### config.mk
export PLATFORM = sky130hd
export DESIGN_NAME = song_player_ctrl_flat
export DESIGN_NICKNAME = d
export VERILOG_FILES = /design/src/rtl/song_player_ctrl_if.sv /design/src/rtl/song_player_ctrl.sv /design/src/flat_wrapper.sv
export SDC_FILE = /design/constraint.sdc
export NUM_CORES = 1
export LEC_CHECK = 0
export CAP_MARGIN = 20
export CORE_ASPECT_RATIO = 0.75
export CORE_MARGIN = 2
export CORE_UTILIZATION = 58
export CTS_CLUSTER_SIZE = 20
export DETAILED_ROUTE_END_ITERATION = 6
export PLACE_DENSITY = 0.79
export SYNTH_ARGS = -nofsm -noshare
export SYNTH_HDL_FRONTEND = slang
export SYNTH_SLANG_ARGS = --single-unit
### constraint.sdc
create_clock -name clk -period 2.62 [get_ports clk]
set_input_delay 0.655 -clock clk [delete_from_list [all_inputs] [get_ports clk]]
set_output_delay 0.655 -clock clk [all_outputs]
set_load 0.05 [all_outputs]
### src/rtl/song_player_ctrl_if.sv
// Bus between the song selector / note ROM / tone generator and the playback
// sequencer.
//   song_sel  : selected song index (level)
//   play      : single-cycle play/pause toggle pulse
//   rom_data  : {dur,note} ROM word, valid one cycle after rom_addr
//   rom_addr  : note ROM read address
//   note      : note code presented to the tone generator (0 = rest)
//   tone_en   : tone generator enable
//   playing   : high while actively sequencing
//   song_done : one-cycle pulse when a song ends
// The master modport is the environment side, the slave modport the sequencer.
interface song_player_ctrl_if #(
   parameter int ADDR_W = 8,
   parameter int NOTE_W = 5,
   parameter int DUR_W  = 3
) ();
   logic [2:0]              song_sel;
   logic                    play;
   logic [DUR_W+NOTE_W-1:0] rom_data;
   logic [ADDR_W-1:0]       rom_addr;
   logic [NOTE_W-1:0]       note;
   logic                    tone_en;
   logic                    playing;
   logic                    song_done;

   modport master (
      output song_sel, play, rom_data,
      input  rom_addr, note, tone_en, playing, song_done
   );

   modport slave (
      input  song_sel, play, rom_data,
      output rom_addr, note, tone_en, playing, song_done
   );
endinterface

### src/rtl/song_player_ctrl.sv
// Playback sequencer for the music player.
// Walks the selected song's {dur,note} entries in the note ROM, sounds each
// note for dur beats, then inserts a silent articulation gap. A play pulse
// starts a song from IDLE and toggles pause while running; changing the song
// selection while running restarts at entry 0 of the new song.
// Ports:
//   clk  : system clock, rising edge
//   rst  : synchronous reset, active-high
//   bus  : song_player_ctrl_if.slave (song_sel, play, rom_data in;
//          rom_addr, note, tone_en, playing, song_done out, all registered)
module song_player_ctrl #(
   parameter int NUM_SONGS   = 3,
   parameter int SONG_LEN    = 64,
   parameter int ADDR_W      = 8,
   parameter int NOTE_W      = 5,
   parameter int DUR_W       = 3,
   parameter int BEAT_CYCLES = 12_500_000,
   parameter int GAP_CYCLES  = 500_000
) (
   input logic             clk,
   input logic             rst,
   song_player_ctrl_if.slave bus
);
   localparam int SEL_W  = 3;
   localparam int IDX_W  = (SONG_LEN > 1)    ? $clog2(SONG_LEN)    : 1;
   localparam int BEAT_W = (BEAT_CYCLES > 1) ? $clog2(BEAT_CYCLES) : 1;
   localparam int GAP_W  = (GAP_CYCLES > 1)  ? $clog2(GAP_CYCLES)  : 1;

   localparam logic [IDX_W-1:0]  IDX_LAST  = IDX_W'(SONG_LEN - 1);
   localparam logic [BEAT_W-1:0] BEAT_LAST = BEAT_W'(BEAT_CYCLES - 1);
   localparam logic [GAP_W-1:0]  GAP_LAST  = GAP_W'(GAP_CYCLES - 1);

   typedef enum logic [2:0] {IDLE, FETCH, WAIT, PLAY, GAP, PAUSE} state_t;

   state_t             state, state_nxt;
   state_t             ret_state, ret_nxt;
   logic [SEL_W-1:0]   cur_song, cur_song_nxt;
   logic [IDX_W-1:0]   idx, idx_nxt;
   logic [BEAT_W-1:0]  beat_cnt, beat_nxt;
   logic [DUR_W-1:0]   beats_left, beats_left_nxt;
   logic [GAP_W-1:0]   gap_cnt, gap_nxt;
   logic [NOTE_W-1:0]  note_nxt;
   logic [ADDR_W-1:0]  addr_nxt;
   logic               tone_nxt, playing_nxt, done_nxt;

   logic [SEL_W-1:0]   sel_clamp;
   logic [DUR_W-1:0]   rom_dur;
   logic [NOTE_W-1:0]  rom_note;
   logic               active;
   logic               song_change;

   assign rom_dur     = bus.rom_data[DUR_W+NOTE_W-1:NOTE_W];
   assign rom_note    = bus.rom_data[NOTE_W-1:0];
   assign sel_clamp   = (bus.song_sel >= SEL_W'(NUM_SONGS)) ? SEL_W'(NUM_SONGS - 1)
                                                            : bus.song_sel;
   assign active      = (state == FETCH) || (state == WAIT) ||
                        (state == PLAY)  || (state == GAP);
   assign song_change = (state != IDLE) && (sel_clamp != cur_song);

   always_comb begin
      state_nxt      = state;
      ret_nxt        = ret_state;
      cur_song_nxt   = cur_song;
      idx_nxt        = idx;
      beat_nxt       = beat_cnt;
      beats_left_nxt = beats_left;
      gap_nxt        = gap_cnt;
      note_nxt       = bus.note;
      done_nxt       = 1'b0;

      case (state)
         IDLE: begin
            if (bus.play) begin
               cur_song_nxt = sel_clamp;
               idx_nxt      = '0;
               state_nxt    = FETCH;
            end
         end
         FETCH: state_nxt = WAIT;
         WAIT: begin
            if (rom_dur == '0) begin
               done_nxt  = 1'b1;
               state_nxt = IDLE;
            end else begin
               note_nxt       = rom_note;
               beats_left_nxt = rom_dur;
               beat_nxt       = '0;
               state_nxt      = PLAY;
            end
         end
         PLAY: begin
            if (beat_cnt == BEAT_LAST) begin
               beat_nxt       = '0;
               beats_left_nxt = beats_left - DUR_W'(1);
               if (beats_left == DUR_W'(1)) begin
                  gap_nxt   = '0;
                  state_nxt = GAP;
               end
            end else begin
               beat_nxt = beat_cnt + BEAT_W'(1);
            end
         end
         GAP: begin
            if (gap_cnt == GAP_LAST) begin
               if (idx == IDX_LAST) begin
                  done_nxt  = 1'b1;
                  state_nxt = IDLE;
               end else begin
                  idx_nxt   = idx + IDX_W'(1);
                  state_nxt = FETCH;
               end
            end else begin
               gap_nxt = gap_cnt + GAP_W'(1);
            end
         end
         PAUSE: begin
            if (bus.play) state_nxt = ret_state;
         end
         default: state_nxt = IDLE;
      endcase

      // The cycle in which the pause pulse arrives still completes normally,
      // so the saved state and counters already account for it and resume is
      // cycle-exact. A pulse landing on the song's final cycle lets it end.
      if (bus.play && active && (state_nxt != IDLE)) begin
         ret_nxt   = state_nxt;
         state_nxt = PAUSE;
      end

      // Song change outranks everything, including a simultaneous play pulse.
      if (song_change) begin
         cur_song_nxt   = sel_clamp;
         idx_nxt        = '0;
         beat_nxt       = '0;
         beats_left_nxt = '0;
         gap_nxt        = '0;
         done_nxt       = 1'b0;
         if (state == PAUSE) begin
            state_nxt = PAUSE;
            ret_nxt   = FETCH;
         end else begin
            state_nxt = FETCH;
         end
      end

      // cur_song/idx only move on the way into FETCH, so the address is
      // always ready in the FETCH cycle and held through WAIT.
      addr_nxt    = ADDR_W'(cur_song_nxt) * ADDR_W'(SONG_LEN) + ADDR_W'(idx_nxt);
      tone_nxt    = (state_nxt == PLAY) && (note_nxt != '0);
      playing_nxt = (state_nxt == FETCH) || (state_nxt == WAIT) ||
                    (state_nxt == PLAY)  || (state_nxt == GAP);
   end

   always_ff @(posedge clk) begin
      if (rst) begin
         state         <= IDLE;
         ret_state     <= IDLE;
         cur_song      <= '0;
         idx           <= '0;
         beat_cnt      <= '0;
         beats_left    <= '0;
         gap_cnt       <= '0;
         bus.rom_addr  <= '0;
         bus.note      <= '0;
         bus.tone_en   <= 1'b0;
         bus.playing   <= 1'b0;
         bus.song_done <= 1'b0;
      end else begin
         state         <= state_nxt;
         ret_state     <= ret_nxt;
         cur_song      <= cur_song_nxt;
         idx           <= idx_nxt;
         beat_cnt      <= beat_nxt;
         beats_left    <= beats_left_nxt;
         gap_cnt       <= gap_nxt;
         bus.rom_addr  <= addr_nxt;
         bus.note      <= note_nxt;
         bus.tone_en   <= tone_nxt;
         bus.playing   <= playing_nxt;
         bus.song_done <= done_nxt;
      end
   end
endmodule

### src/flat_wrapper.sv
// flat-port wrapper written by rule: the top's interface ports become plain ports
module song_player_ctrl_flat 
#(
   parameter int NUM_SONGS   = 3,
   parameter int SONG_LEN    = 64,
   parameter int ADDR_W      = 8,
   parameter int NOTE_W      = 5,
   parameter int DUR_W       = 3,
   parameter int BEAT_CYCLES = 12_500_000,
   parameter int GAP_CYCLES  = 500_000
)
  (clk, rst, bus_song_sel, bus_play, bus_rom_data, bus_rom_addr, bus_note, bus_tone_en, bus_playing, bus_song_done);
  song_player_ctrl_if #(.ADDR_W(ADDR_W), .NOTE_W(NOTE_W), .DUR_W(DUR_W)) bus_i ();
  input logic clk;
  input logic rst;
  input wire logic [$bits(bus_i.song_sel)-1:0] bus_song_sel;
  input wire logic [$bits(bus_i.play)-1:0] bus_play;
  input wire logic [$bits(bus_i.rom_data)-1:0] bus_rom_data;
  output wire logic [$bits(bus_i.rom_addr)-1:0] bus_rom_addr;
  output wire logic [$bits(bus_i.note)-1:0] bus_note;
  output wire logic [$bits(bus_i.tone_en)-1:0] bus_tone_en;
  output wire logic [$bits(bus_i.playing)-1:0] bus_playing;
  output wire logic [$bits(bus_i.song_done)-1:0] bus_song_done;
  assign bus_i.song_sel = bus_song_sel;
  assign bus_i.play = bus_play;
  assign bus_i.rom_data = bus_rom_data;
  assign bus_rom_addr = bus_i.rom_addr;
  assign bus_note = bus_i.note;
  assign bus_tone_en = bus_i.tone_en;
  assign bus_playing = bus_i.playing;
  assign bus_song_done = bus_i.song_done;
  song_player_ctrl #(.NUM_SONGS(NUM_SONGS), .SONG_LEN(SONG_LEN), .ADDR_W(ADDR_W), .NOTE_W(NOTE_W), .DUR_W(DUR_W), .BEAT_CYCLES(BEAT_CYCLES), .GAP_CYCLES(GAP_CYCLES)) u_core (.clk(clk), .rst(rst), .bus(bus_i));
endmodule
==> impl_summary.log, run 1 <==
INFO  metric run_status = finished clean
INFO  metric cts_max_path_buffers = 2
INFO  metric leakage_component_of_the_power = roughly 1.5 nW
INFO  metric min_period_over_period = 0.966
INFO  metric final_area = around 4500 sq um
INFO  metric ctsRootBufferMaster = sky130_fd_sc_hd__clkbuf_8
INFO  metric dp.final_hpwl = roughly 7 mm
INFO  metric synth_async_sr_flop_share = 0
INFO  metric route.vias.total = between 3000 and 4000
INFO  metric placed_cell_area = around 4300 sq um
INFO  metric groute.usage.overall = 0.297
INFO  metric grt_start_max_net_pins = 27
INFO  metric required_worst_endpoint = around 2.9 ns
INFO  metric resized_cells_post_cts = 0
INFO  metric synth_ff_type = sky130_fd_sc_hd__dfxtp_1
INFO  metric yosys.cell_types.count = 63
INFO  metric antenna_violating_nets_post_route = 0
INFO  metric row_count = 25
INFO  metric count_of_inserted_antenna_diode_cells = 0
INFO  metric synth.most_common_cell = sky130_fd_sc_hd__dfxtp_1
INFO  metric mean_area_per_synthesized_cell = ~7.8 sq um
INFO  metric detail_route.drc_violations = 0
INFO  metric synth_common_cells = sky130_fd_sc_hd__dfxtp_1, sky130_fd_sc_hd__nand2_1, sky130_fd_sc_hd__a21oi_1
INFO  metric layout.filler_cells = 530
INFO  metric tritoncts = built
INFO  metric grt_pass1_vias = between 3000 and 4000
INFO  metric timing.slew.headroom = 0.590
INFO  metric crit_path_launch_type = flip-flop
INFO  metric number_of_flip_flops_and_latches_in_the_synthesized_netlist = 69
INFO  metric most_area_hungry_cell_type_in_the_yosys_netlist = sky130_fd_sc_hd__dfxtp_1
INFO  metric synthTopCellsByArea = sky130_fd_sc_hd__dfxtp_1, sky130_fd_sc_hd__a21oi_1, sky130_fd_sc_hd__nand2_1
INFO  metric synth-warning-count = 0
INFO  metric floorplan.die.height = 73.1 um
INFO  metric netlist.area_leader.share = 0.374
INFO  metric grt_antenna_before_repair = 0
INFO  metric num-nets-final = 543
INFO  metric grt_pass1_wl = about 16 mm
INFO  metric drt-total-wl = 10.2 mm
INFO  metric worst_slew_pin_slew = around 0.6 ns
INFO  metric viasPerCell = between 6 and 7
INFO  metric timing_hold_violations_final = 0
INFO  metric multi_input_gate_area = around 2200 sq um
INFO  metric fin_tns_setup = 0 ns
INFO  metric io_buffers = 29
INFO  metric die-area = ~7000 sq um
INFO  metric clock_tree.htree_level_count = 3
INFO  metric place_worst_setup_slack = -0.218 ns
INFO  metric ir_drop = ~370 uV
INFO  metric postCtsSetupRepairBufs = 0
INFO  metric final.hold.worst_slack = about 0.47 ns
INFO  metric ios = 30
INFO  metric post-route-util = 0.719
INFO  metric timing.critical_path.arrival = around 2.8 ns
INFO  metric synthesis.area = 3690 sq um
INFO  metric routed_wire_length_per_instance = between 15 and 20 um
INFO  metric detailedRoute.firstIterationViolations = about 260
INFO  metric crit_fanout = 16
INFO  metric clk_lat_worst_skew = approximately 0.36 ns
INFO  metric area.sequential = approximately 1400 sq um
INFO  metric report.final.setup_viol = 0
INFO  metric worstSetupEndpointType = flip-flop
INFO  metric setup_ws = roughly 0.09 ns
INFO  metric cts-buffers-inserted = 9
INFO  metric synth-edff-count = 0
INFO  metric chipWidth = a little under 100 um
INFO  metric max_cap_violations = 0
INFO  metric hp-class = flip-flop to flip-flop
INFO  metric syn_to_layout_area_delta = 21.2%
INFO  metric grt_setup_unrepaired = true
INFO  metric clock_sink_count = 69
INFO  metric finalCriticalPeriod = roughly 2.5 ns
INFO  metric crit_type = flip-flop to flip-flop
INFO  metric drive_gt1_frac = 0.115
INFO  metric postSynthCellCount = around 470
INFO  metric clock.fmax = slightly below 400 MHz
INFO  metric core_area = 6220 sq um
INFO  metric overflow = 0
INFO  metric routability_congestion = between 0.8 and 0.9
INFO  metric cts_hold_repair.buffers = 0
INFO  metric drt_first_pass_iters = 5
INFO  metric p_per_area = between 700 and 800 nW/um^2
INFO  metric slew_violations = 0
INFO  metric initial_utilization = 0.593
INFO  metric yosysSeqAreaShare = 0.374
INFO  metric syn_nets = a little under 500
INFO  metric fin_skew = roughly 0.0095 ns
INFO  metric clk_transition_reported_paths = around 0.080 ns
flip-flops by register name, indices dropped and copies added, names as in the netlist:
register and cells:
u_core.beat_cnt 24, u_core.beats_left 3, u_core.bus.note 5, u_core.bus.playing 1, u_core.bus.rom_addr 8, u_core.bus.song_done 1
u_core.bus.tone_en 1, u_core.cur_song 1, u_core.gap_cnt 19, u_core.ret_state 3, u_core.state 3
through the flow:
step	total power [W]	cells
6_report	0.00343	610
5_1_grt	0.00361	610
4_1_cts	0.00341	609
3_5_place_dp	0.00255	593
3_3_place_gp	0.00252	593
2_1_floorplan	0.00207	472
metal layers:
metal,up-vias,track usage,part of all wire
met4,0,0.0825,0.015
met2,185,0.449,0.45
met1,1830,0.414,0.44
met5,-,0,0
li1,1877,-,-
met3,19,0.0868,0.091
placed cells by master, fill, tap and decap left out, types with 3 or more instances in the layout:
master / synthesis / routed
sky130_fd_sc_hd__a211oi_1: 8 / 8
sky130_fd_sc_hd__a21oi_1: 47 / 47
sky130_fd_sc_hd__a311oi_1: 7 / 7
sky130_fd_sc_hd__a31oi_1: 12 / 12
sky130_fd_sc_hd__and3_1: 11 / 11
sky130_fd_sc_hd__and4_1: 5 / 5
sky130_fd_sc_hd__buf_4: 3 / 32
sky130_fd_sc_hd__clkbuf_8: 0 / 9
sky130_fd_sc_hd__clkdlybuf4s50_1: 0 / 29
sky130_fd_sc_hd__dfxtp_1: 69 / 69
sky130_fd_sc_hd__ha_1: 5 / 5
sky130_fd_sc_hd__inv_1: 8 / 8
sky130_fd_sc_hd__nand2_1: 50 / 50
sky130_fd_sc_hd__nand2b_1: 4 / 4
sky130_fd_sc_hd__nand3_1: 25 / 24
sky130_fd_sc_hd__nand3b_1: 5 / 5
sky130_fd_sc_hd__nand4_1: 11 / 11
sky130_fd_sc_hd__nor2_1: 46 / 46
sky130_fd_sc_hd__nor3_1: 16 / 16
sky130_fd_sc_hd__nor3b_1: 5 / 5
sky130_fd_sc_hd__nor4_1: 6 / 6
sky130_fd_sc_hd__o21ai_0: 27 / 27
sky130_fd_sc_hd__o31ai_1: 6 / 6
sky130_fd_sc_hd__or3_1: 13 / 13
sky130_fd_sc_hd__or4_1: 8 / 8
sky130_fd_sc_hd__xnor2_1: 6 / 6
sky130_fd_sc_hd__xor2_1: 3 / 3
report_power, final:
part           leakage [nW]  total, W  switching (W)  internal, W
logic                 0.815   0.00136       0.000849     0.000508
registers             0.557   0.00121      0.0000816      0.00113
clock network        0.0923  0.000867       0.000430     0.000438
area by class of cell:
class,count,share of cell area
multi-input combinational,373,0.492
clock inverter,6,0.0143
inverter,8,0.00671
sequential,69,0.309
clock buffer,10,0.0285
tap,81,0.0226
timing repair buffer,63,0.127
final timing paths:
check	from	end	slack [ns]	cells after the start
setup / recovery	u_core.gap_cnt[9]$_SDFFE_PP0P_	u_core.gap_cnt[1]$_SDFFE_PP0P_	0.09	6
hold / removal	u_core.bus.note[1]$_SDFF_PP0_	u_core.bus.note[1]$_SDFF_PP0_	0.47	2
setup reg to reg	u_core.gap_cnt[9]$_SDFFE_PP0P_	u_core.gap_cnt[1]$_SDFFE_PP0P_	0.09	6
hold reg to reg	u_core.bus.note[1]$_SDFF_PP0_	u_core.bus.note[1]$_SDFF_PP0_	0.47	2
worst max-delay path, cell delays in order, from the launching register on:
cell and delay (ns):
sky130_fd_sc_hd__dfxtp_1 0.36, sky130_fd_sc_hd__or4b_1 0.57, sky130_fd_sc_hd__or4_4 0.57, sky130_fd_sc_hd__o21ai_2 0.32, sky130_fd_sc_hd__a21o_2 0.36, sky130_fd_sc_hd__mux2i_1 0.21, sky130_fd_sc_hd__nor2_1 0.05
kinds of logic (layout without fill, tap and decap cells):
kind of cell	count (synthesis)	after routing	share of synthesized area
xor gates and xnor gates	9	9	0.0213
muxes	3	3	0.00881
AOI/OAI and AO/OA	134	135	0.226
and+or+nand+nor	221	221	0.316
adders and majority gates	5	5	0.0169
DFF	69	69	0.374
buffers and inverters	31	87	0.0366
No activity file was read; power rests on OpenSTA's default activity.
==> run 2: changes to the inputs <==
- GPL_ROUTABILITY_DRIVEN: default -> 1
==> results of run 2 <==
Final layout, timing and power as in run 1 (identical DEF).
==> run 3: changes to the inputs <==
==> constraint.sdc (replaced) <==
create_clock -name clk -period 2.62 [get_ports clk]
set_input_delay 0.393 -clock clk [delete_from_list [all_inputs] [get_ports clk]]
set_output_delay 0.393 -clock clk [all_outputs]
set_load 0.05 [all_outputs]
==> run 3 against run 2 <==
Register-to-register slack about the same. Die area unchanged. Global-route usage down 0.17 points. Routed wire length down 0.89%. Combinational power down 8%. Sequential share of layout area up 0.58 points. First-iteration DRC count up 53%. Clock power up 14%. Fmax up 0.12%. Cell area down 1.7%. Critical path depth up 2. Clock-buffer cell count unchanged. Largest cell class unchanged.
==> impl_summary.log, run 3 (synthesis gave the netlist of run 1 again) <==
INFO  metric row_count = 25
INFO  metric crit_type = flip-flop to flip-flop
INFO  metric syn_to_layout_area_delta = 19.1%
INFO  metric detailedRoute.firstIterationViolations = slightly below 400
INFO  metric clock_tree.htree_level_count = 3
INFO  metric cts-buffers-inserted = 9
INFO  metric groute.usage.overall = 0.295
INFO  metric timing.slew.headroom = 0.578
INFO  metric slew_violations = 0
INFO  metric cts_max_path_buffers = 2
INFO  metric floorplan.die.height = 73.1 um
INFO  metric grt_antenna_before_repair = 0
INFO  metric route.vias.total = 3922
INFO  metric clock_sink_count = between 60 and 70
INFO  metric routability_congestion = approximately 0.90
INFO  metric initial_utilization = 0.593
INFO  metric fin_tns_setup = 0 ns
INFO  metric core_area = just over 6000 sq um
INFO  metric viasPerCell = between 6 and 7
INFO  metric ctsRootBufferMaster = sky130_fd_sc_hd__clkbuf_8
INFO  metric io_buffers = 29
INFO  metric place_worst_setup_slack = 0.0604 ns
INFO  metric final_area = 4400 sq um
INFO  metric worstSetupEndpointType = flip-flop
INFO  metric num-nets-final = 533
INFO  metric grt_pass1_vias = about 3500
INFO  metric clk_lat_worst_skew = 0.35 ns
INFO  metric antenna_violating_nets_post_route = 0
INFO  metric post-route-util = 0.707
INFO  metric count_of_inserted_antenna_diode_cells = 0
INFO  metric power.sequential.fraction = 0.353
INFO  metric timing_hold_violations_final = 0
INFO  metric fin_skew = 0.00548 ns
INFO  metric timing.critical_path.arrival = around 2.8 ns
INFO  metric p_int = about 0.0021 W
INFO  metric detail_route.drc_violations = 0
INFO  metric largest_register = u_core.beat_cnt
INFO  metric report.final.setup_viol = 0
INFO  metric worst_slew_pin_slew = 0.617 ns
INFO  metric crit_fanout = 7
INFO  metric clk_transition_reported_paths = around 0.08 ns
INFO  metric min_period_over_period = 0.965
INFO  metric dp.final_hpwl = 7.04 mm
INFO  metric grt_setup_unrepaired = false
INFO  metric overflow = 0
INFO  metric sw_frac = 0.386
INFO  metric rrSetupSlack = 0.09 ns
INFO  metric drt-total-wl = around 10 mm
INFO  metric setup_ws = between 0.09 and 0.1 ns
INFO  metric routed_wire_length_per_instance = ~17 um
INFO  metric crit_path_launch_type = flip-flop
INFO  metric layout.filler_cells = 520
INFO  metric grt_start_max_net_pins = 32
INFO  metric p_per_area = 784 nW/um^2
INFO  metric top_regs = u_core.beat_cnt (24), u_core.gap_cnt (19), u_core.bus.rom_addr (8)
INFO  metric total_power = around 0.0034 W
INFO  metric tritoncts = built
INFO  metric grt_pass1_wl = 16.2 mm
INFO  metric hp-class = flip-flop to flip-flop
INFO  metric drive_gt1_frac = 0.108
INFO  metric required_worst_endpoint = ~2.9 ns
INFO  metric ios = 30
INFO  metric power.switching = 0.00133 W
INFO  metric placed_cell_area = between 4000 and 5000 sq um
INFO  metric drt_first_pass_iters = 5
INFO  metric cts_hold_repair.buffers = 0
INFO  metric clock.fmax = 396 MHz
INFO  metric leakage_component_of_the_power = roughly 1.4 nW
INFO  metric max_ffs_per_register = 24
INFO  metric clkPwrFrac = 0.286
INFO  metric ir_drop = around 430 uV
INFO  metric max_cap_violations = 0
INFO  metric final_cell_mix = sky130_fd_sc_hd__dfxtp_1, sky130_fd_sc_hd__nand2_1, sky130_fd_sc_hd__a21oi_1
INFO  metric commonest_non_fill_non_tap_cell_in_the_layout = sky130_fd_sc_hd__dfxtp_1
INFO  metric run_status = finished clean
INFO  metric pwr-share-comb = 0.361
INFO  metric die-area = 7030 sq um
INFO  metric chipWidth = ~96 um
INFO  metric finalCriticalPeriod = 2.53 ns
## run 3: cell types whose count changed in the layout (fill, tap and decap cells not counted), sizes merged
cell,delta
bufinv,+1
clkinvlp,-1
a2111o,-1
buf,-9
## run 3: repair_timing
| action | CTS | global route |
|---|---|---|
| resized for setup | 0 | 6 |
| buffers inserted | 0 | 2 |
| setup endpoints to repair | 0 | 3 |
## run 3: final timing paths
kind | from | end | cells past startpoint
worst max-delay path | u_core.beat_cnt[1]$_SDFFE_PP0P_ | u_core.gap_cnt[12]$_SDFFE_PP0P_ | 8
worst min-delay path | u_core.bus.note[3]$_SDFF_PP0_ | u_core.bus.note[3]$_SDFF_PP0_ | 2
worst max register to register | u_core.beat_cnt[1]$_SDFFE_PP0P_ | u_core.gap_cnt[12]$_SDFFE_PP0P_ | 8
worst min register to register | u_core.bus.note[3]$_SDFF_PP0_ | u_core.bus.note[3]$_SDFF_PP0_ | 2
## run 3: final cells by class
cell class / instances / area, sq um / share of cell area
Inverter: 8 / 30.0 / 0.00682
Multi-Input combinational cell: 372 / 2180 / 0.496
Tap cell: 81 / 101 / 0.0230
Timing Repair Buffer: 54 / 478 / 0.109
Sequential cell: 69 / 1380 / 0.314
Clock buffer: 10 / 138 / 0.0313
Clock inverter: 6 / 86.3 / 0.0196
## run 3: critical path, stage by stage, from the launching register on
cell and delay (ns):
sky130_fd_sc_hd__dfxtp_1 0.39, sky130_fd_sc_hd__ha_1 0.19, sky130_fd_sc_hd__and3_1 0.26, sky130_fd_sc_hd__and4_2 0.28
sky130_fd_sc_hd__nand3_2 0.14, sky130_fd_sc_hd__a2111o_1 0.56, sky130_fd_sc_hd__buf_4 0.20, sky130_fd_sc_hd__or3_1 0.30
sky130_fd_sc_hd__a21oi_1 0.14
## run 3: power by group through the flow
stage / Sequential [W] / Clock [W] / Combinational [W]
after CTS: 0.00121 / 0.000989 / 0.00122
after global routing: 0.00123 / 0.00104 / 0.00135
after global placement: 0.00123 / 0 / 0.00119
final: 0.00122 / 0.000985 / 0.00125
after floorplan: 0.00127 / 0 / 0.000796
after detailed placement: 0.00124 / 0 / 0.00121
## run 3: metal layers
| layer | vias up | routed length, um | track usage |
|---|---|---|---|
| li1 | 1851 | - | - |
| met1 | 1860 | 4660 | 0.426 |
| met2 | 194 | 4410 | 0.429 |
| met3 | 17 | 941 | 0.0785 |
| met4 | 0 | 106 | 0.0937 |
| met5 | - | 0 | 0 |
## run 3: metrics by stage
step                cells  hold WS, ns
finish                600        0.472
detailed placement    582        0.454
global route          600        0.479
CTS                   598        0.466
floorplan             472        0.431
global placement      582        0.443
